File: src/rtl/burst_rd_pkg.sv
// Shared definitions for the chip-select burst initiators: phase encoding and
// parameter sanity checks.
package burst_rd_pkg;

  typedef enum logic [2:0] {
    StIdle = 3'd0,
    StCs0  = 3'd1,
    StData = 3'd2,
    StCs1  = 3'd3,
    StRedy = 3'd4
  } state_e;

  // Counter must reach LEN-1 and GAP; read data must land before the hold gap ends.
  function automatic bit params_ok(int unsigned aw, int unsigned len, int unsigned gap,
                                   int unsigned rlat);
    return (len >= 1) && ((64'd1 << aw) >= 64'(len)) && ((64'd1 << aw) > 64'(gap)) &&
           (rlat >= 1) && (rlat <= gap);
  endfunction

endpackage

File: src/rtl/burst_rd_if.sv
// Request/ack handshake, SRAM-style target strobes and the captured read stream.
interface burst_rd_if #(
  parameter int unsigned AW = 5,
  parameter int unsigned DW = 8
) ();

  logic          req;
  logic          ack;
  logic [AW-1:0] st;
  logic          csn;
  logic          oe;
  logic [AW-1:0] addr;
  logic [DW-1:0] rdata;
  logic [DW-1:0] dout;
  logic          dout_vld;
  logic [AW-1:0] dout_idx;

  modport master (
    input  req, rdata,
    output ack, st, csn, oe, addr, dout, dout_vld, dout_idx
  );

  modport slave (
    output req, rdata,
    input  ack, st, csn, oe, addr, dout, dout_vld, dout_idx
  );

endinterface

File: src/rtl/burst_rd_pipe.sv
// Delays each read strobe's {valid, addr} by the target latency, then captures
// rdata alongside the address that produced it.
module burst_rd_pipe #(
  parameter int unsigned AW   = 5,
  parameter int unsigned DW   = 8,
  parameter int unsigned RLAT = 1
) (
  input  logic          clk,
  input  logic          rst,
  input  logic          oe,
  input  logic [AW-1:0] addr,
  input  logic [DW-1:0] rdata,
  output logic [DW-1:0] dout,
  output logic          dout_vld,
  output logic [AW-1:0] dout_idx
);

  logic [RLAT-1:0] vld_sr;
  logic [AW-1:0]   idx_sr [RLAT];

  always_ff @(posedge clk or posedge rst) begin
    if (rst) begin
      vld_sr   <= '0;
      for (int i = 0; i < RLAT; i++) idx_sr[i] <= '0;
      dout     <= '0;
      dout_vld <= 1'b0;
      dout_idx <= '0;
    end else begin
      vld_sr[0] <= oe;
      idx_sr[0] <= addr;
      for (int i = 1; i < RLAT; i++) begin
        vld_sr[i] <= vld_sr[i-1];
        idx_sr[i] <= idx_sr[i-1];
      end
      // Last stage lines up with the cycle in which the target drives rdata.
      dout_vld <= vld_sr[RLAT-1];
      if (vld_sr[RLAT-1]) begin
        dout     <= rdata;
        dout_idx <= idx_sr[RLAT-1];
      end
    end
  end

endmodule

File: src/rtl/burst_rd.sv
// Burst-read initiator: on a synchronised request, select the target, sweep
// addr 0..LEN-1 with a read strobe, stream the returned words, then acknowledge.
module burst_rd
  import burst_rd_pkg::*;
#(
  parameter int unsigned AW   = 5,
  parameter int unsigned DW   = 8,
  parameter int unsigned GAP  = 3,
  parameter int unsigned LEN  = 20,
  parameter int unsigned RLAT = 1
) (
  input logic        clk,
  input logic        rst,
  burst_rd_if.master bus
);

  if (!params_ok(AW, LEN, GAP, RLAT)) begin : g_bad_params
    $error("burst_rd: illegal AW/LEN/GAP/RLAT combination");
  end

  localparam logic [AW-1:0] GapCnt  = AW'(GAP);
  localparam logic [AW-1:0] LastCnt = AW'(LEN - 1);

  state_e        state_q;
  logic [1:0]    req_sync;
  logic [AW-1:0] cnt_q;
  logic [AW-1:0] addr_q;
  logic          csn_q, oe_q, ack_q;
  logic          req_s, gap, last;

  assign req_s = req_sync[1];
  assign gap   = (cnt_q >= GapCnt);
  assign last  = (cnt_q >= LastCnt);

  always_ff @(posedge clk or posedge rst) begin
    if (rst) begin
      req_sync <= 2'b00;
      state_q  <= StIdle;
      cnt_q    <= '0;
      csn_q    <= 1'b1;
      oe_q     <= 1'b0;
      addr_q   <= '0;
      ack_q    <= 1'b0;
    end else begin
      req_sync <= {req_sync[0], bus.req};
      csn_q    <= !(state_q inside {StCs0, StData, StCs1});
      oe_q     <= (state_q == StData);
      ack_q    <= (state_q == StRedy);
      if (state_q == StData) addr_q <= cnt_q;

      unique case (state_q)
        StIdle: begin
          cnt_q <= '0;
          if (req_s) state_q <= StCs0;
        end
        StCs0: begin
          if (gap) begin
            cnt_q   <= '0;
            state_q <= StData;
          end else begin
            cnt_q <= cnt_q + 1'b1;
          end
        end
        StData: begin
          if (last) begin
            cnt_q   <= '0;
            state_q <= StCs1;
          end else begin
            cnt_q <= cnt_q + 1'b1;
          end
        end
        StCs1: begin
          if (gap) begin
            cnt_q   <= '0;
            state_q <= StRedy;
          end else begin
            cnt_q <= cnt_q + 1'b1;
          end
        end
        StRedy: begin
          cnt_q <= '0;
          if (!req_s) state_q <= StIdle;
        end
        default: begin
          cnt_q   <= '0;
          state_q <= StIdle;
        end
      endcase
    end
  end

  assign bus.csn  = csn_q;
  assign bus.oe   = oe_q;
  assign bus.addr = addr_q;
  assign bus.ack  = ack_q;
  assign bus.st   = cnt_q;

  burst_rd_pipe #(
    .AW  (AW),
    .DW  (DW),
    .RLAT(RLAT)
  ) u_pipe (
    .clk     (clk),
    .rst     (rst),
    .oe      (oe_q),
    .addr    (addr_q),
    .rdata   (bus.rdata),
    .dout    (bus.dout),
    .dout_vld(bus.dout_vld),
    .dout_idx(bus.dout_idx)
  );

endmodule

File: src/flat_wrapper.sv
// flat-port wrapper written by rule: the top's interface ports become plain ports
module burst_rd_flat import burst_rd_pkg::*;
#(
  parameter int unsigned AW   = 5,
  parameter int unsigned DW   = 8,
  parameter int unsigned GAP  = 3,
  parameter int unsigned LEN  = 20,
  parameter int unsigned RLAT = 1
)
  (clk, rst, bus_req, bus_rdata, bus_ack, bus_st, bus_csn, bus_oe, bus_addr, bus_dout, bus_dout_vld, bus_dout_idx);
  burst_rd_if #(.AW(AW), .DW(DW)) bus_i ();
  input logic clk;
  input logic rst;
  input wire logic [$bits(bus_i.req)-1:0] bus_req;
  input wire logic [$bits(bus_i.rdata)-1:0] bus_rdata;
  output wire logic [$bits(bus_i.ack)-1:0] bus_ack;
  output wire logic [$bits(bus_i.st)-1:0] bus_st;
  output wire logic [$bits(bus_i.csn)-1:0] bus_csn;
  output wire logic [$bits(bus_i.oe)-1:0] bus_oe;
  output wire logic [$bits(bus_i.addr)-1:0] bus_addr;
  output wire logic [$bits(bus_i.dout)-1:0] bus_dout;
  output wire logic [$bits(bus_i.dout_vld)-1:0] bus_dout_vld;
  output wire logic [$bits(bus_i.dout_idx)-1:0] bus_dout_idx;
  assign bus_i.req = bus_req;
  assign bus_i.rdata = bus_rdata;
  assign bus_ack = bus_i.ack;
  assign bus_st = bus_i.st;
  assign bus_csn = bus_i.csn;
  assign bus_oe = bus_i.oe;
  assign bus_addr = bus_i.addr;
  assign bus_dout = bus_i.dout;
  assign bus_dout_vld = bus_i.dout_vld;
  assign bus_dout_idx = bus_i.dout_idx;
  burst_rd #(.AW(AW), .DW(DW), .GAP(GAP), .LEN(LEN), .RLAT(RLAT)) u_core (.clk(clk), .rst(rst), .bus(bus_i));
endmodule
File: config.mk
export PLATFORM = sky130hd
export DESIGN_NAME = burst_rd_flat
export DESIGN_NICKNAME = d
export VERILOG_FILES = /design/src/rtl/burst_rd_pkg.sv /design/src/rtl/burst_rd_if.sv /design/src/rtl/burst_rd_pipe.sv /design/src/rtl/burst_rd.sv /design/src/flat_wrapper.sv
export SDC_FILE = /design/constraint.sdc
export NUM_CORES = 1
export LEC_CHECK = 0
export BUFFER_PORTS_ARGS = -buffer_cell sky130_fd_sc_hd__buf_2
export CELL_PAD_IN_SITES_DETAIL_PLACEMENT = 1
export CELL_PAD_IN_SITES_GLOBAL_PLACEMENT = 2
export CORE_UTILIZATION = 36
export CTS_CLUSTER_SIZE = 10
export DETAILED_ROUTE_END_ITERATION = 10
export PLACE_DENSITY = 0.85
export SLEW_MARGIN = 20
export SYNTH_ARGS = -nofsm -noshare
export SYNTH_HDL_FRONTEND = slang
export SYNTH_SLANG_ARGS = --single-unit
File: constraint.sdc
create_clock -name clk -period 3.2 [get_ports clk]
set_input_delay 0.32 -clock clk [delete_from_list [all_inputs] [get_ports clk]]
set_output_delay 0.32 -clock clk [all_outputs]
set_load 0.02 [all_outputs]
==> flow_metrics.tcl, run 1 <==
set metrics [dict create \
    finalHoldViolations 0 \
    cts_buffer_depth 2 \
    worst_slack_ns 1.30 \
    synth_edf_count 0 \
    synthFlopType "dfrtp_1" \
    ys_warn_count 0 \
    drive_gt1_share_pct 47.8 \
    via_count 887 \
    n_antenna_cell 0 \
    path_buf_inv 0 \
    critical_path_class "flip-flop to flip-flop" \
    finalClockSkew_ns 0.00646 \
    synth.area.top_cells "dfrtp_1 67%, mux2_2 15%, dfstp_2 1.9%, a21oi_1 1.1%, a211oi_1 1.1%" \
    die_width_um 64.1 \
    root_buffer "clkbuf_8" \
    start_util_pct 37.7 \
    irDropWorstVdd_v 0.000349 \
    core_um2 3690 \
    synth_top_area_cell "dfrtp_1" \
    cts-hold-fix-buffers 0 \
    grt-ovfl-total 0 \
    worst_skew_pair.late_latency_ns 0.29 \
    synth_area_per_cell_um2 14.8 \
    fp-row-count 22 \
    cts_resized 0 \
    relSlewSlack_pct 61.4 \
    top_layer "met4" \
    path_max_fanout 7 \
    io_pins 38 \
    period_minus_slack_ns 1.90 \
    syn_nets 106 \
    cts_sinks 38 \
    critical_path_arrival_ns 2.09 \
    wl_met2_um 1160 \
    met1_length_um 1210 \
    most-common-layout-cells "37 x buf_2, 37 x dfrtp_1, 18 x mux2_2, 6 x clkbuf_8, 4 x inv_1" \
    drcViolationCount 0 \
    status "finished clean" \
    critPathMaxStageDelay_ns 0.48 \
    port_buffers 37 \
    antenna_found_initial 0 \
    cp_cell_sequence "ha_1 > a2111o_1 > a211o_1 > a211oi_1" \
    hold_path_class "primary input to async pin" \
    tns_ns 0 \
    ys_seq_area_share_pct 68.5 \
    maxCapViolCount 0 \
    die_h_um 64.1 \
    max_freq_ghz 0.527 \
    wire_per_inst_um 14.3 \
    tightest_slew_ns 0.564 \
    utilization_pct 46.7 \
    stdcell_count 184 \
    syn_area_um2 1390 \
    cts_max_level 2 \
    crit_family "compound AO/OA/AOI/OAI gates" \
    gp_congestion 0.808 \
    finalMaxSlewViolations 0 \
    grt_pass1_wl_um 4420 \
    yosys_register_bits 38 \
    syn_to_final_growth_pct 23.9 \
    setup_viol 0 \
    startpoint_type "flip-flop" \
    rsz0062_at_grt "no" \
    clk_pin_slew_ns 0.07 \
    post-dp-hpwl_um 1860 \
    critPathRequiredTime_ns 3.40 \
    grt_max_degree 39 \
    drt_pass1_iterations 4 \
    yosysTopAreaCellShare_pct 66.6 \
    via_per_inst 4.82 \
    wirelength_um 2630 \
    yosys.cell_types.count 29 \
    p_leak_nw 0.876 \
    post_cts_buffers 0 \
    nets 147 \
    dr_wl_met3_um 187 \
    drt_iter0_drc 14 \
    syn_inst 94 \
    grt_pass1_vias 902 \
    slowest_stage "a2111o_1" \
    ant_nets 0 \
    cts_buffers 5 \
    cts_tree "done" \
    grt_usage_pct 15.1 \
    worst_setup_path_end_kind "flip-flop" \
    dieArea_um2 4110 \
    place_worst_setup_slack_ns 1.33 \
    async_reset_ff_share_pct 100 \
    period_share_pct 59.3 \
    power.density_nw_per_um2 918 \
    dp_cells 176 \
]
[cells by family after synthesis]
family | after synthesis | share of synthesized area [%]
compound gates | 14 | 7.20
xor+xnor | 2 | 1.26
fa+ha+maj | 1 | 0.900
buf+inv | 8 | 2.25
flops | 38 | 68.5
mux | 18 | 14.6
simple gates | 13 | 5.31
[registers in the layout (all words and copies together) (netlist names)]
signal                  flops
u_core.bus.ack              1
u_core.bus.addr             5
u_core.bus.csn              1
u_core.bus.oe               1
u_core.bus.st               5
u_core.req_sync             2
u_core.state_q              3
u_core.u_pipe.dout          8
u_core.u_pipe.dout_idx      5
u_core.u_pipe.dout_vld      1
u_core.u_pipe.idx_sr        5
u_core.u_pipe.vld_sr        1
[tightest hold or removal path, delay by kind of cell]
family	cells	cell delay (ns)
buffers and inverters	3	0.53
[path summary, 6_finish.rpt]
check,endpoint,start,slack (ns),cells past startpoint
worst max-delay path,u_core.bus.st[0],u_core.bus.st[0],1.30,4
worst max register to register,u_core.bus.st[0],u_core.bus.st[0],1.30,4
min in group clk,u_core.req_sync[0],bus_req,0.13,1
worst min-delay path,u_core.u_pipe.dout[3],rst,0.13,3
worst min register to register,u_core.req_sync[1],u_core.req_sync[0],0.35,0
max in group asynchronous,u_core.bus.csn,rst,2.73,3
[through the flow]
| stage | cell area [um2] | total power [mW] | hold WS, ns |
|---|---|---|---|
| floorplan | 1390 | 1.09 | 0.331 |
| global placement | 1630 | 1.23 | 0.333 |
| detailed placement | 1630 | 1.26 | 0.337 |
| CTS | 1720 | 1.61 | 0.117 |
| global route | 1720 | 1.69 | 0.115 |
| finish | 1720 | 1.58 | 0.130 |
[layer usage]
layer	vias to the layer above	GRT usage, %
met2	39	22.2
met4	0	9.17
met1	432	19.0
met5	-	0
met3	8	5.54
li1	408	-
[synthesized netlist by cell type (2+ instances only)]
library cell and number:
a211oi_1 2, a21oi_1 3, o21ai_0 2, nand2b_1 2, clkbuf_1 2, nor2_1 2, nand3_1 2, inv_1 4
dfrtp_1 37, mux2_2 18, nor3_1 2
[layout make-up]
| type | count | area, um2 |
|---|---|---|
| Fill cell | 401 | 1970 |
| Sequential cell | 38 | 952 |
| Multi-Input combinational cell | 48 | 407 |
| Timing Repair Buffer | 38 | 193 |
| Clock buffer | 6 | 82.6 |
| Tap cell | 48 | 60.1 |
| Inverter | 4 | 15.0 |
| Clock inverter | 2 | 12.5 |
[power breakdown]
part	total [mW]	switching, mW	internal [mW]
logic	0.504	0.281	0.224
registers	0.739	0.117	0.622
clock network	0.337	0.164	0.173
(Power assumes the default switching activity.)
==> inputs of run 2 (changes only) <==
- CORE_UTILIZATION: 36 -> 30
- PLACE_DENSITY: 0.85 -> 0.76
- clock period: 3.2 -> 1.6 ns (I/O delays scaled with it)
==> run 2 against run 1 <==
Compared with the run above: via count is 6.4% higher; final area up 9.5%; count of clock-buffer cells in the layout did not move; fmax is 21% higher; flip-flop and latch count unchanged; sequential share of layout area fell by 4.7 points; final cell count rose by 9.2%; worst hold slack worse by 0.027 ns; total power increased by 120%; critical endpoint unchanged.
==> flow_metrics.tcl, run 2 (same netlist as run 1, synthesis figures left out) <==
set metrics [dict create \
    dieArea_um2 4910 \
    cts_sinks 38 \
    core_um2 4410 \
    dp_cells 189 \
    grt_pass1_wl_um 4830 \
    die_h_um 70.1 \
    die_width_um 70.1 \
    hold_path_class "primary input to flip-flop" \
    grt-ovfl-total 0 \
    cts_tree "done" \
    gp_congestion 0.776 \
    fp-row-count 24 \
    startpoint_type "flip-flop" \
    finalInstanceArea_um2 1890 \
    cts_buffer_depth 2 \
    worst_skew_pair.late_latency_ns 0.29 \
    power.density_nw_per_um2 1800 \
    post_dp_cell_area_um2 1730 \
    critical_path_arrival_ns 1.77 \
    regMostFlops "u_core.u_pipe.dout" \
    cts_max_level 2 \
    irDropWorstVdd_v 0.000827 \
    syn_to_final_growth_pct 35.6 \
    critPathRequiredTime_ns 1.79 \
    tightest_slew_ns 0.547 \
    status "finished clean" \
    largest_reg_flops 8 \
    grt_max_degree 39 \
    finalMaxSlewViolations 0 \
    io_pins 38 \
    rsz0062_at_grt "yes" \
    drive_gt1_share_pct 55.0 \
    start_util_pct 31.5 \
    holdWs_ns 0.104 \
    post-dp-hpwl_um 2180 \
    relSlewSlack_pct 63.5 \
    place_worst_setup_slack_ns -0.178 \
    wire_per_inst_um 14.5 \
    clk_pin_slew_ns 0.08 \
    max_freq_ghz 0.636 \
    utilization_pct 42.7 \
    worst_slack_ns 0.0268 \
    via_per_inst 4.70 \
    grt_pass1_vias 1003 \
    cts_buffers 5 \
    port_buffers 37 \
    antenna_found_initial 0 \
    ant_nets 0 \
    fillCellCount 462 \
    setup_viol 0 \
    nets 160 \
    via_count 944 \
    stdcell_count 201 \
    wirelength_um 2910 \
    drcViolationCount 0 \
    grt_usage_pct 13.2 \
    p_leak_nw 0.949 \
    path_max_fanout 5 \
    critical_path_class "flip-flop to flip-flop" \
    n_antenna_cell 0 \
    maxCapViolCount 0 \
    r2r_setup_slack_ns 0.03 \
    most-common-layout-cells "37 x buf_2, 35 x dfrtp_1, 18 x mux2_2, 11 x buf_4, 6 x clkbuf_8" \
    drt_pass1_iterations 4 \
    finalClockSkew_ns 0.00507 \
    period_minus_slack_ns 1.57 \
    mostFrequentLayoutCell "buf_2" \
    drt_iter0_drc 25 \
    root_buffer "clkbuf_8" \
    period_share_pct 98.3 \
    finalHoldViolations 0 \
    worst_setup_path_end_kind "flip-flop" \
]
run 2: power breakdown:
part	switching (mW)	internal [mW]	total [mW]
Sequential	0.190	1.25	1.44
Clock	0.333	0.346	0.679
Combinational	0.678	0.606	1.28
run 2: repair_timing:
item / 4_1_cts / 5_1_grt
hold buffers: 2 / 0
buffers inserted: 2 / 0
gates resized for setup: 3 / 2
pin swaps: 1 / 0
endpoints found under the hold margin: 38 / 0
endpoints found under the setup margin: 2 / 2
run 2: worst max-delay path, cell delays in order (launching register included):
cell,delay (ns)
dfrtp_2,0.43
buf_4,0.16
a2111o_1,0.38
a211o_1,0.29
a211oi_2,0.21
run 2: stage by stage:
| stage | total power, mW | TNS (ns) |
|---|---|---|
| CTS | 3.43 | 0 |
| detailed placement | 2.67 | -0.178 |
| finish | 3.40 | 0 |
| global placement | 2.59 | 0 |
| global route | 3.62 | -0.0564 |
| floorplan | 2.19 | 0 |
run 2: worst paths after layout:
check	start	to	cells past startpoint
worst max register to register	u_core.bus.st[1]	u_core.bus.st[0]	4
max in group asynchronous	rst	u_core.bus.csn	4
worst max-delay path	u_core.bus.st[1]	u_core.bus.st[0]	4
worst min-delay path	bus_rdata[0]	u_core.u_pipe.dout[0]	2
min in group asynchronous	rst	u_core.bus.ack	4
worst min register to register	u_core.req_sync[0]	u_core.req_sync[1]	0
run 2: per-layer routing:
metal	GRT usage, %	routed length (um)
met4	6.00	54
met5	0	0
met1	16.1	1270
met3	4.47	218
met2	21.0	1360
run 2: cell type report:
class | instances | area [um2] | share of cell area (%)
Sequential cell | 38 | 955 | 50.6
Multi-Input combinational cell | 48 | 448 | 23.8
Timing Repair Buffer | 51 | 308 | 16.3
Clock buffer | 6 | 82.6 | 4.38
Tap cell | 52 | 65.1 | 3.45
Inverter | 4 | 15.0 | 0.796
Clock inverter | 2 | 12.5 | 0.664
==> inputs of run 3 (changes only) <==
- MAX_ROUTING_LAYER: default -> met4
==> run 3 against run 2 <==
Compared with the run above: sequential power about the same; clock power about the same; core utilization unchanged; final cell count unchanged; count of clock-buffer cells in the layout unchanged; critical path depth unchanged; global-route usage up 0.38 points; worst hold slack about the same; first-iteration DRC count unchanged; critical endpoint unchanged; largest cell class unchanged.
==> flow_metrics.tcl, run 3 (same netlist as run 1, synthesis figures left out) <==
set metrics [dict create \
    status "finished clean" \
    syn_to_final_growth_pct 35.6 \
    grt_usage_pct 13.6 \
    ant_nets 0 \
    grt_pass1_wl_um 4840 \
    pwr-share-seq_pct 42.3 \
    dieArea_um2 4910 \
    grt-ovfl-total 0 \
    period_share_pct 98.5 \
    worst_skew_pair.late_latency_ns 0.29 \
    place_worst_setup_slack_ns -0.178 \
    regMostFlops "u_core.u_pipe.dout" \
    via_per_inst 4.69 \
    io_pins 38 \
    cts_buffer_depth 2 \
    root_buffer "clkbuf_8" \
    wl_met2_um 1360 \
    tns_ns 0 \
    port_buffers 37 \
    cts_sinks 38 \
    drt_pass1_iterations 4 \
    switching_share_pct 35.3 \
    crit_family "compound AO/OA/AOI/OAI gates" \
    cp_cell_sequence "buf_4 > a2111o_1 > a211o_1 > a211oi_2" \
    critPathRequiredTime_ns 1.79 \
    power_frac_comb_pct 37.7 \
    finalHoldViolations 0 \
    wirelength_um 2910 \
    finalClockSkew_ns 0.00507 \
    worst_setup_path_end_kind "flip-flop" \
    grt_max_degree 39 \
    finalMaxSlewViolations 0 \
    slowest_stage "dfrtp_2" \
    max_freq_ghz 0.634 \
    fp-row-count 24 \
    power.density_nw_per_um2 1810 \
    tightest_slew_ns 0.547 \
    setup_viol 0 \
    top_layer "met4" \
    die_width_um 70.1 \
    clock_power_share_pct 19.9 \
    largest_reg_flops 8 \
    die_h_um 70.1 \
    wire_per_inst_um 14.5 \
    met1_length_um 1300 \
    relSlewSlack_pct 63.5 \
    startpoint_type "flip-flop" \
    core_um2 4410 \
    p_leak_nw 0.949 \
    n_antenna_cell 0 \
    start_util_pct 31.5 \
    clk_pin_slew_ns 0.08 \
    drcViolationCount 0 \
    hold_path_class "primary input to flip-flop" \
    via_count 943 \
    grt_pass1_vias 1000 \
    irDropWorstVdd_v 0.000827 \
    dr_wl_met3_um 192 \
    critical_path_arrival_ns 1.77 \
    multi_input_area_um2 448 \
    most-common-layout-cells "37 x buf_2, 35 x dfrtp_1, 18 x mux2_2, 11 x buf_4, 6 x clkbuf_8" \
    gp_congestion 0.786 \
    path_buf_inv 1 \
    mostFrequentLayoutCell "buf_2" \
    maxCapViolCount 0 \
    nets 160 \
    worst_slack_ns 0.0235 \
    rsz0062_at_grt "yes" \
    critical_path_class "flip-flop to flip-flop" \
    cts_tree "done" \
    cts_max_level 2 \
    drive_gt1_share_pct 55.0 \
    switchingPower_mw 1.20 \
    post-dp-hpwl_um 2180 \
    fillCellCount 462 \
    critPathMaxStageDelay_ns 0.43 \
    antenna_found_initial 0 \
    period_minus_slack_ns 1.58 \
    holdWs_ns 0.104 \
    drt_iter0_drc 25 \
    seq_area_um2 955 \
    p_int_mw 2.20 \
    path_max_fanout 5 \
    cts_buffers 5 \
]
==> run 3: cell counts in the layout (fill, tap and decap cells not counted) <==
No cell type changed its count.
==> run 3: path summary, 6_finish.rpt <==
kind | start | to | slack, ns | cells past startpoint
min reg2reg | u_core.req_sync[0] | u_core.req_sync[1] | 0.35 | 0
max reg2reg | u_core.bus.st[1] | u_core.bus.st[0] | 0.02 | 4
min in group asynchronous | rst | u_core.bus.ack | 0.45 | 4
max | u_core.bus.st[1] | u_core.bus.st[0] | 0.02 | 4
max in group asynchronous | rst | u_core.bus.csn | 0.91 | 4
min | bus_rdata[0] | u_core.u_pipe.dout[0] | 0.10 | 2
==> run 3: final cells by class <==
cell class	instances	share of cell area (%)
Sequential cell	38	50.6
Multi-Input combinational cell	48	23.8
Timing Repair Buffer	51	16.3
Clock buffer	6	4.38
Tap cell	52	3.45
Inverter	4	0.796
Clock inverter	2	0.664
==> run 3: metal layers <==
metal / GRT usage (%) / up-vias
met1: 16.5 / 462
met5: - / -
met4: 6.00 / 0
met3: 3.90 / 7
li1: - / 439
met2: 21.0 / 35
==> run 3: stage by stage <==
| step | cell area, um2 | std cells | utilization [%] | power (mW) |
|---|---|---|---|---|
| 2_1_floorplan | 1410 | 94 | - | 2.19 |
| 3_3_place_gp | 1730 | 189 | 39.1 | 2.59 |
| 3_5_place_dp | 1730 | 189 | 39.1 | 2.67 |
| 4_1_cts | 1870 | 201 | 42.3 | 3.43 |
| 5_1_grt | 1890 | 201 | 42.7 | 3.62 |
| 6_report | 1890 | 201 | 42.7 | 3.40 |
==> run 3: what timing repair did <==
item | in CTS | in global routing
endpoints found under the hold margin | 38 | 0
buffers inserted | 2 | 0
pin swaps | 1 | 0
resized for setup | 3 | 2
setup endpoints to repair | 2 | 2
hold buffers | 2 | 0
==> run 3: power groups by stage <==
stage / registers [mW] / logic [mW] / clock network, mW
global placement: 1.44 / 1.15 / 0
detailed placement: 1.48 / 1.20 / 0
CTS: 1.45 / 1.27 / 0.703
finish: 1.44 / 1.28 / 0.679
global route: 1.49 / 1.39 / 0.746
floorplan: 1.70 / 0.499 / 0
